## src/rtl/tx_data_path.sv

```systemverilog
// Transmit word datapath: input FIFO, PRBS7, fixed pattern and idle sources.
// Define TX_PRBS_EN to build the PRBS7 generator; otherwise mode 2 sends zeros.
module tx_data_path #(
   parameter int Nti   = 16,
   parameter int Nfifo = 4
) (
   input  logic                     clk_tx,
   input  logic                     rstb,
   input  logic                     en,
   input  logic [1:0]               mode,
   input  logic [Nti-1:0]           in_data,
   input  logic                     in_valid,
   output logic                     in_ready,
   input  logic [Nti-1:0]           fixed_pattern,
   output logic [Nti-1:0]           tx_data,
   output logic                     tx_valid,
   output logic [$clog2(Nfifo):0]   fifo_level,
   output logic [15:0]              underflow_cnt
);

   localparam int AW = $clog2(Nfifo);
   localparam int LW = AW + 1;

   logic [Nti-1:0] r_mem [Nfifo];
   logic [AW-1:0]  r_wptr;
   logic [AW-1:0]  r_rptr;
   logic [LW-1:0]  r_level;
   logic [Nti-1:0] r_tx;
   logic           r_valid;
   logic [15:0]    r_ucnt;

   logic           w_wr;
   logic           w_rd;
   logic           w_uf;
   logic [Nti-1:0] w_tx_next;
   logic [Nti-1:0] w_prbs_word;

   assign in_ready      = (r_level < LW'(Nfifo));
   assign fifo_level    = r_level;
   assign tx_data       = r_tx;
   assign tx_valid      = r_valid;
   assign underflow_cnt = r_ucnt;

   assign w_wr = en & in_valid & in_ready;

`ifdef TX_PRBS_EN
   logic [6:0] r_prbs;
   logic [1:0] r_mode_prev;
   logic [6:0] w_prbs_next;

   // Entering mode 2 restarts the sequence from the all-ones seed.
   always_comb begin
      logic b;
      w_prbs_next = (r_mode_prev != 2'd2) ? 7'h7F : r_prbs;
      w_prbs_word = '0;
      for (int i = 0; i < Nti; i++) begin
         b              = w_prbs_next[6] ^ w_prbs_next[5];
         w_prbs_word[i] = b;
         w_prbs_next    = {w_prbs_next[5:0], b};
      end
   end

   always_ff @(posedge clk_tx) begin
      if (!rstb) begin
         r_prbs      <= 7'h7F;
         r_mode_prev <= 2'd0;
      end else begin
         r_mode_prev <= mode;
         if (en && mode == 2'd2)
            r_prbs <= w_prbs_next;
      end
   end
`else
   assign w_prbs_word = '0;
`endif

   always_comb begin
      w_tx_next = '0;
      w_rd      = 1'b0;
      w_uf      = 1'b0;
      if (en) begin
         case (mode)
            2'd1: begin
               if (r_level != '0) begin
                  w_rd      = 1'b1;
                  w_tx_next = r_mem[r_rptr];
               end else begin
                  w_uf = 1'b1;
               end
            end
            2'd2:    w_tx_next = w_prbs_word;
            2'd3:    w_tx_next = fixed_pattern;
            default: w_tx_next = '0;
         endcase
      end
   end

   always_ff @(posedge clk_tx) begin
      if (w_wr)
         r_mem[r_wptr] <= in_data;
   end

   // Dropping en flushes the FIFO; storage contents are simply abandoned.
   always_ff @(posedge clk_tx) begin
      if (!rstb || !en) begin
         r_wptr  <= '0;
         r_rptr  <= '0;
         r_level <= '0;
      end else begin
         if (w_wr)
            r_wptr <= r_wptr + 1'b1;
         if (w_rd)
            r_rptr <= r_rptr + 1'b1;
         r_level <= r_level + LW'(w_wr) - LW'(w_rd);
      end
   end

   always_ff @(posedge clk_tx) begin
      if (!rstb) begin
         r_tx    <= '0;
         r_valid <= 1'b0;
         r_ucnt  <= '0;
      end else begin
         r_tx    <= w_tx_next;
         r_valid <= en;
         if (w_uf && r_ucnt != 16'hFFFF)
            r_ucnt <= r_ucnt + 16'd1;
      end
   end

endmodule

```

## config.mk

```make
export PLATFORM = sky130hd
export DESIGN_NAME = tx_data_path
export DESIGN_NICKNAME = d
export VERILOG_FILES = /design/src/rtl/tx_data_path.sv
export SDC_FILE = /design/constraint.sdc
export NUM_CORES = 1
export LEC_CHECK = 0
export ABC_AREA = 1
export CORE_UTILIZATION = 50
export CTS_CLUSTER_DIAMETER = 100
export CTS_CLUSTER_SIZE = 20
export DETAILED_ROUTE_END_ITERATION = 7
export PLACE_DENSITY = 0.74
export SYNTH_ARGS = -nofsm -noshare
export SYNTH_HDL_FRONTEND = slang
export SYNTH_SLANG_ARGS = --single-unit
```

## constraint.sdc

```tcl
create_clock -name clk_tx -period 3.6 [get_ports clk_tx]
set_clock_uncertainty 0.05 [all_clocks]
set_input_delay 0.54 -clock clk_tx [delete_from_list [all_inputs] [get_ports clk_tx]]
set_output_delay 0.54 -clock clk_tx [all_outputs]
set_load 0.05 [all_outputs]
```

=== Yosys cells after proc, flatten, opt, wreduce, memory -nomap -nowiden ===
Memories as Yosys holds them, arrays and structs flattened. A register that Yosys moved wholly into a read port is not among the register bits.
Cells that the tools add are included.

* Bits in registers: 40
* Latch bits: 0
* Memories kept: 1
* RAM bits: 64
* Input port bits: 38
* Memory bits (read-only): 0

* Equal/unequal tests: 3
* Shifts and indexed selects: 0
* Divide/modulo/power cells: 0
* Add/sub/neg operators: 5
* Bitwise gates (word level): 2
* Reductions and logical operators: 6
* Order comparisons: 1
* $mul: 0
* Muxes and demuxes: 12

{| class="wikitable"
|+ Memory list
! name !! words !! bits a word !! rd ports !! clocked after Yosys merged registers in !! write ports !! RTL line !! text
|-
| r_mem || 4 || 16 || 1 || 1 || 1 || 24 || <nowiki>logic [Nti-1:0] r_mem [Nfifo];</nowiki>
|}

{| class="wikitable"
|+ Operators by type and width
! kind !! count
|-
| $pmux 16 s2 || 1
|-
| $add 16x1->16 const B || 1
|-
| $mux 16 || 1
|-
| $ne 16x16->1 const B || 1
|-
| $mux 1 || 8
|-
| $add 2x1->2 const B || 2
|-
| $mux 2 || 2
|-
| $add 3x1->3 || 1
|-
| $lt 3x3->1 const B || 1
|-
| $reduce_bool 3->1 || 1
|-
| $sub 3x1->3 || 1
|-
| $and 1x1->1 || 2
|-
| $eq 2x1->1 const B || 1
|-
| $eq 2x2->1 const B || 1
|-
| $logic_not 1->1 || 2
|-
| $reduce_and 2->1 || 1
|-
| $logic_and 1x1->1 || 1
|-
| $logic_or 1x1->1 || 1
|}

=== Longest topological paths before layout ===
* Word-level depth: 6
* Gate-level depth with buffers: 12

=== Worst setup path before layout ===
Ideal clock, no wire load.

* Path type: reg-to-reg
* Start: register r_level[2], in the netlist fifo_level[2]
* End: register r_level[2], in the netlist fifo_level[2]
* Cell stages (with the launch flop): 13
* Data arrival time: 2.657 ns
* Buffers on the path: 0
* Setup slack: 0.823 ns
* Setup time: 0.070 ns
* Cell sequence: dfxtp_1 -> inv_2 -> nand2_2 -> inv_1 -> nor2_2 -> ha_1 -> inv_1 -> ha_1 -> inv_1 -> fa_1 -> xnor2_1 -> or2_2 -> a21oi_1

{| class="wikitable"
|+ RTL lines
! item !! RTL line !! text
|-
| from (decl) || 27 || <nowiki>logic [LW-1:0] r_level;</nowiki>
|-
| from (signal assigned) || 114 || <nowiki>r_level <= r_level + LW'(w_wr) - LW'(w_rd);</nowiki>
|-
| $lt 3x3->1 || 38 || <nowiki>assign in_ready = (r_level < LW'(Nfifo));</nowiki>
|-
| via in_ready || 13 || <nowiki>output logic in_ready,</nowiki>
|-
| $and 1x1->1 || 44 || <nowiki>assign w_wr = en & in_valid & in_ready;</nowiki>
|-
| $add 3x1->3 || 114 ||
|-
| $sub 3x1->3 || 114 ||
|}

The timed path passes the listed nets, and every way through them passes these cells.
A chain may end at the register's enable or synchronous reset.

=== Worst setup path after layout ===
* Start: input en
* End: register r_level[2], in the netlist fifo_level[2]

* Word-level cells in the longest chain between the ends: 4

{| class="wikitable"
|+ Ends and longest elaborated chain
! item !! RTL line !! text
|-
| from (decl) || 9 || <nowiki>input logic en,</nowiki>
|-
| $and 1x1->1 (2 in series) || 44 ||
|-
| $add 3x1->3 || 114 ||
|-
| $sub 3x1->3 || 114 ||
|}

Several ways; a longest one is shown, not always the timed one.

==> impl_metrics.json <==
{
  "die_width_um": 95.7,
  "drive_above_1_share": 0.0706,
  "portBuffers": 74,
  "period_minus_slack_ns": 2.58,
  "fin_nets": 565,
  "cts.path.max_buffers": 2,
  "ant_nets": 0,
  "drtPass1Iterations": 4,
  "dp.cells": 613,
  "synth_area_sq_um": 4390,
  "p_comb_frac": 0.067,
  "ios": 75,
  "hold_viol": 0,
  "synth_area_leaders": "edfxtp_1 44%, dfxtp_1 19%, nor2_1 11%, nand2_1 4.6%, o21ai_0 3.5%",
  "netlist_instances": 446,
  "dr_total_vias": 3257,
  "drv_cap": 0,
  "irDropWorstVdd_uv": 204,
  "grt_usage": 0.212,
  "n_antenna_cell": 0,
  "worst_slew_pin_slew_ns": 0.827,
  "slew_headroom": 0.448,
  "post_cts_resized": 0,
  "cts_made_buffers": 9,
  "cp.required_ns": 3.85,
  "worst-path-max-fanout": 9,
  "startpoint_type": "input port",
  "wl_um": 9040,
  "num_rows": 33,
  "power_frac_clock": 0.357,
  "fin_cells": 629,
  "internal_power_mw": 1.80,
  "rsz0062_at_grt": "no",
  "period_share": 0.717,
  "worst_setup_path_end_kind": "flip-flop",
  "finalSetupTns_ns": 0,
  "path_clk_slew_ns": 0.10,
  "place_hpwl_um": 6070,
  "fin_util": 0.652,
  "core_area_sq_um": 8340,
  "htreeDepth": 3,
  "synth_top_area_share": 0.437,
  "fillerInstances": 625,
  "mostFrequentLayoutCells": "125 x nor2_1, 74 x clkdlybuf4s50_1, 64 x edfxtp_1",
  "cts_root_buffer": "clkbuf_8",
  "grt_pass1_vias": 2993,
  "cts_tree": "done",
  "ys_types": 28,
  "leakagePower_nw": 1.97,
  "drt_iter0_drc": 168,
  "hp-class": "reg -> reg",
  "grt_max_degree": 34,
  "swShare": 0.208,
  "fmaxAchievable_ghz": 0.388,
  "arrival_ns": 2.83,
  "multi_input_area_sq_um": 1420,
  "ys_ff_latch": 106,
  "antenna_found_initial": 0,
  "final_common_cell": "nor2_1",
  "initial_core_util": 0.527,
  "ys_warn_count": 0,
  "maxSlewViolCount": 0,
  "yosysTopAreaCell": "edfxtp_1",
  "seq_area_sq_um": 2760,
  "syn_avg_cell_area_sq_um": 9.85,
  "path_class": "in -> reg",
  "status": "finished clean",
  "syn_nets": 492,
  "gp_routability_congestion": 0.843,
  "area_growth_pct": 23.8,
  "grt-ovfl-total": 0,
  "synth_seq_area_share": 0.629,
  "vias_per_cell": 5.18,
  "cts_hold_buf": 0,
  "drcViolationCount": 0,
  "final-setup-viol-count": 0,
  "worstSkewPairLatency_ns": 0.36,
  "p_per_area_nw_per_um2": 419,
  "wl_per_cell_um": 14.4,
  "r2r_slack_ns": 1.25,
  "post_cts_buffers": 0,
  "cts_sinks": 106,
  "p_switching_mw": 0.473,
  "fp.dieArea_sq_um": 9170,
  "die_h_um": 95.7,
  "grt_pass1_wl_um": 14400,
  "seqPwrFrac": 0.576
}
worst paths after layout:
path / endpoint / cells after the start / from
hold / removal: r_rptr[1] / 2 / r_rptr[1]
setup / recovery: fifo_level[2] / 10 / en
hold reg to reg: r_rptr[1] / 2 / r_rptr[1]
setup reg to reg: fifo_level[2] / 12 / fifo_level[1]
cell families after synthesis:
family | count (synthesis) | synth area share
compound gates | 71 | 0.0900
buf+inv | 46 | 0.0473
xor+xnor | 1 | 0.00199
fa+ha+maj | 8 | 0.0245
simple gates | 214 | 0.207
flops | 106 | 0.629
critical path: stages:
cell and delay (ns):
clkdlybuf4s50_1 0.52, nand3_1 0.27, ha_1 0.38, inv_1 0.06, ha_1 0.13, inv_1 0.05, fa_1 0.37, xnor2_1 0.14
or2_2 0.27, a21oi_1 0.11
cell usage after synthesis:
library cell	number
nor2_1	125
edfxtp_1	64
nand2_1	54
dfxtp_1	42
o21ai_0	31
inv_1	24
nand3_1	20
a21oi_1	18
a22oi_1	16
buf_2	10
ha_1	7
o21ai_1	6
nor2_4	5
inv_2	4
clkbuf_1	3
nand2_2	3
buf_4	2
buf_6	2
and2_1	1
buf_1	1
fa_1	1
nand3_2	1
nand3b_1	1
nand4_1	1
nand4_4	1
nor2_2	1
or2_2	1
xnor2_1	1
metrics by stage:
step           total power [mW]  hold WS [ns]  worst slack [ns]  area [sq um]
6_report                   2.28         0.424              1.02          5440
5_1_grt                    2.36         0.484             0.797          5440
4_1_cts                    2.29         0.427              1.00          5440
3_5_place_dp               1.49         0.412             0.639          5210
3_3_place_gp               1.49         0.405             0.703          5210
2_1_floorplan              1.41         0.386             0.823          4390
sequential cells by signal, indices dropped and copies added (netlist names), named ones only:
name / cells
fifo_level: 3
r_mem: 64
r_rptr: 2
r_wptr: 2
tx_data: 16
tx_valid: 1
underflow_cnt: 16
power by group through the flow:
stage                     clock, mW  sequential [mW]  combinational [mW]
after floorplan                   0             1.36              0.0555
after global placement            0             1.34               0.150
after detailed placement          0             1.34               0.154
after CTS                     0.827             1.31               0.155
after global routing          0.879             1.31               0.167
final                         0.813             1.31               0.153
per-layer routing:
metal,vias to the layer above,GRT usage,part of all wire
met1,1540,0.278,0.44
li1,1630,-,-
met2,79,0.358,0.50
met3,8,0.0348,0.053
met5,-,0,0
met4,0,0.0759,0.0085
cell type report:
cell class	instances	area share
multi-input cells	294	0.262
clock inverters	4	0.0136
flip-flops and latches	106	0.508
clock buffers	12	0.0285
inverters	28	0.0193
well taps	105	0.0242
repair buffers	80	0.145
Power figures use the tool's default switching activity.
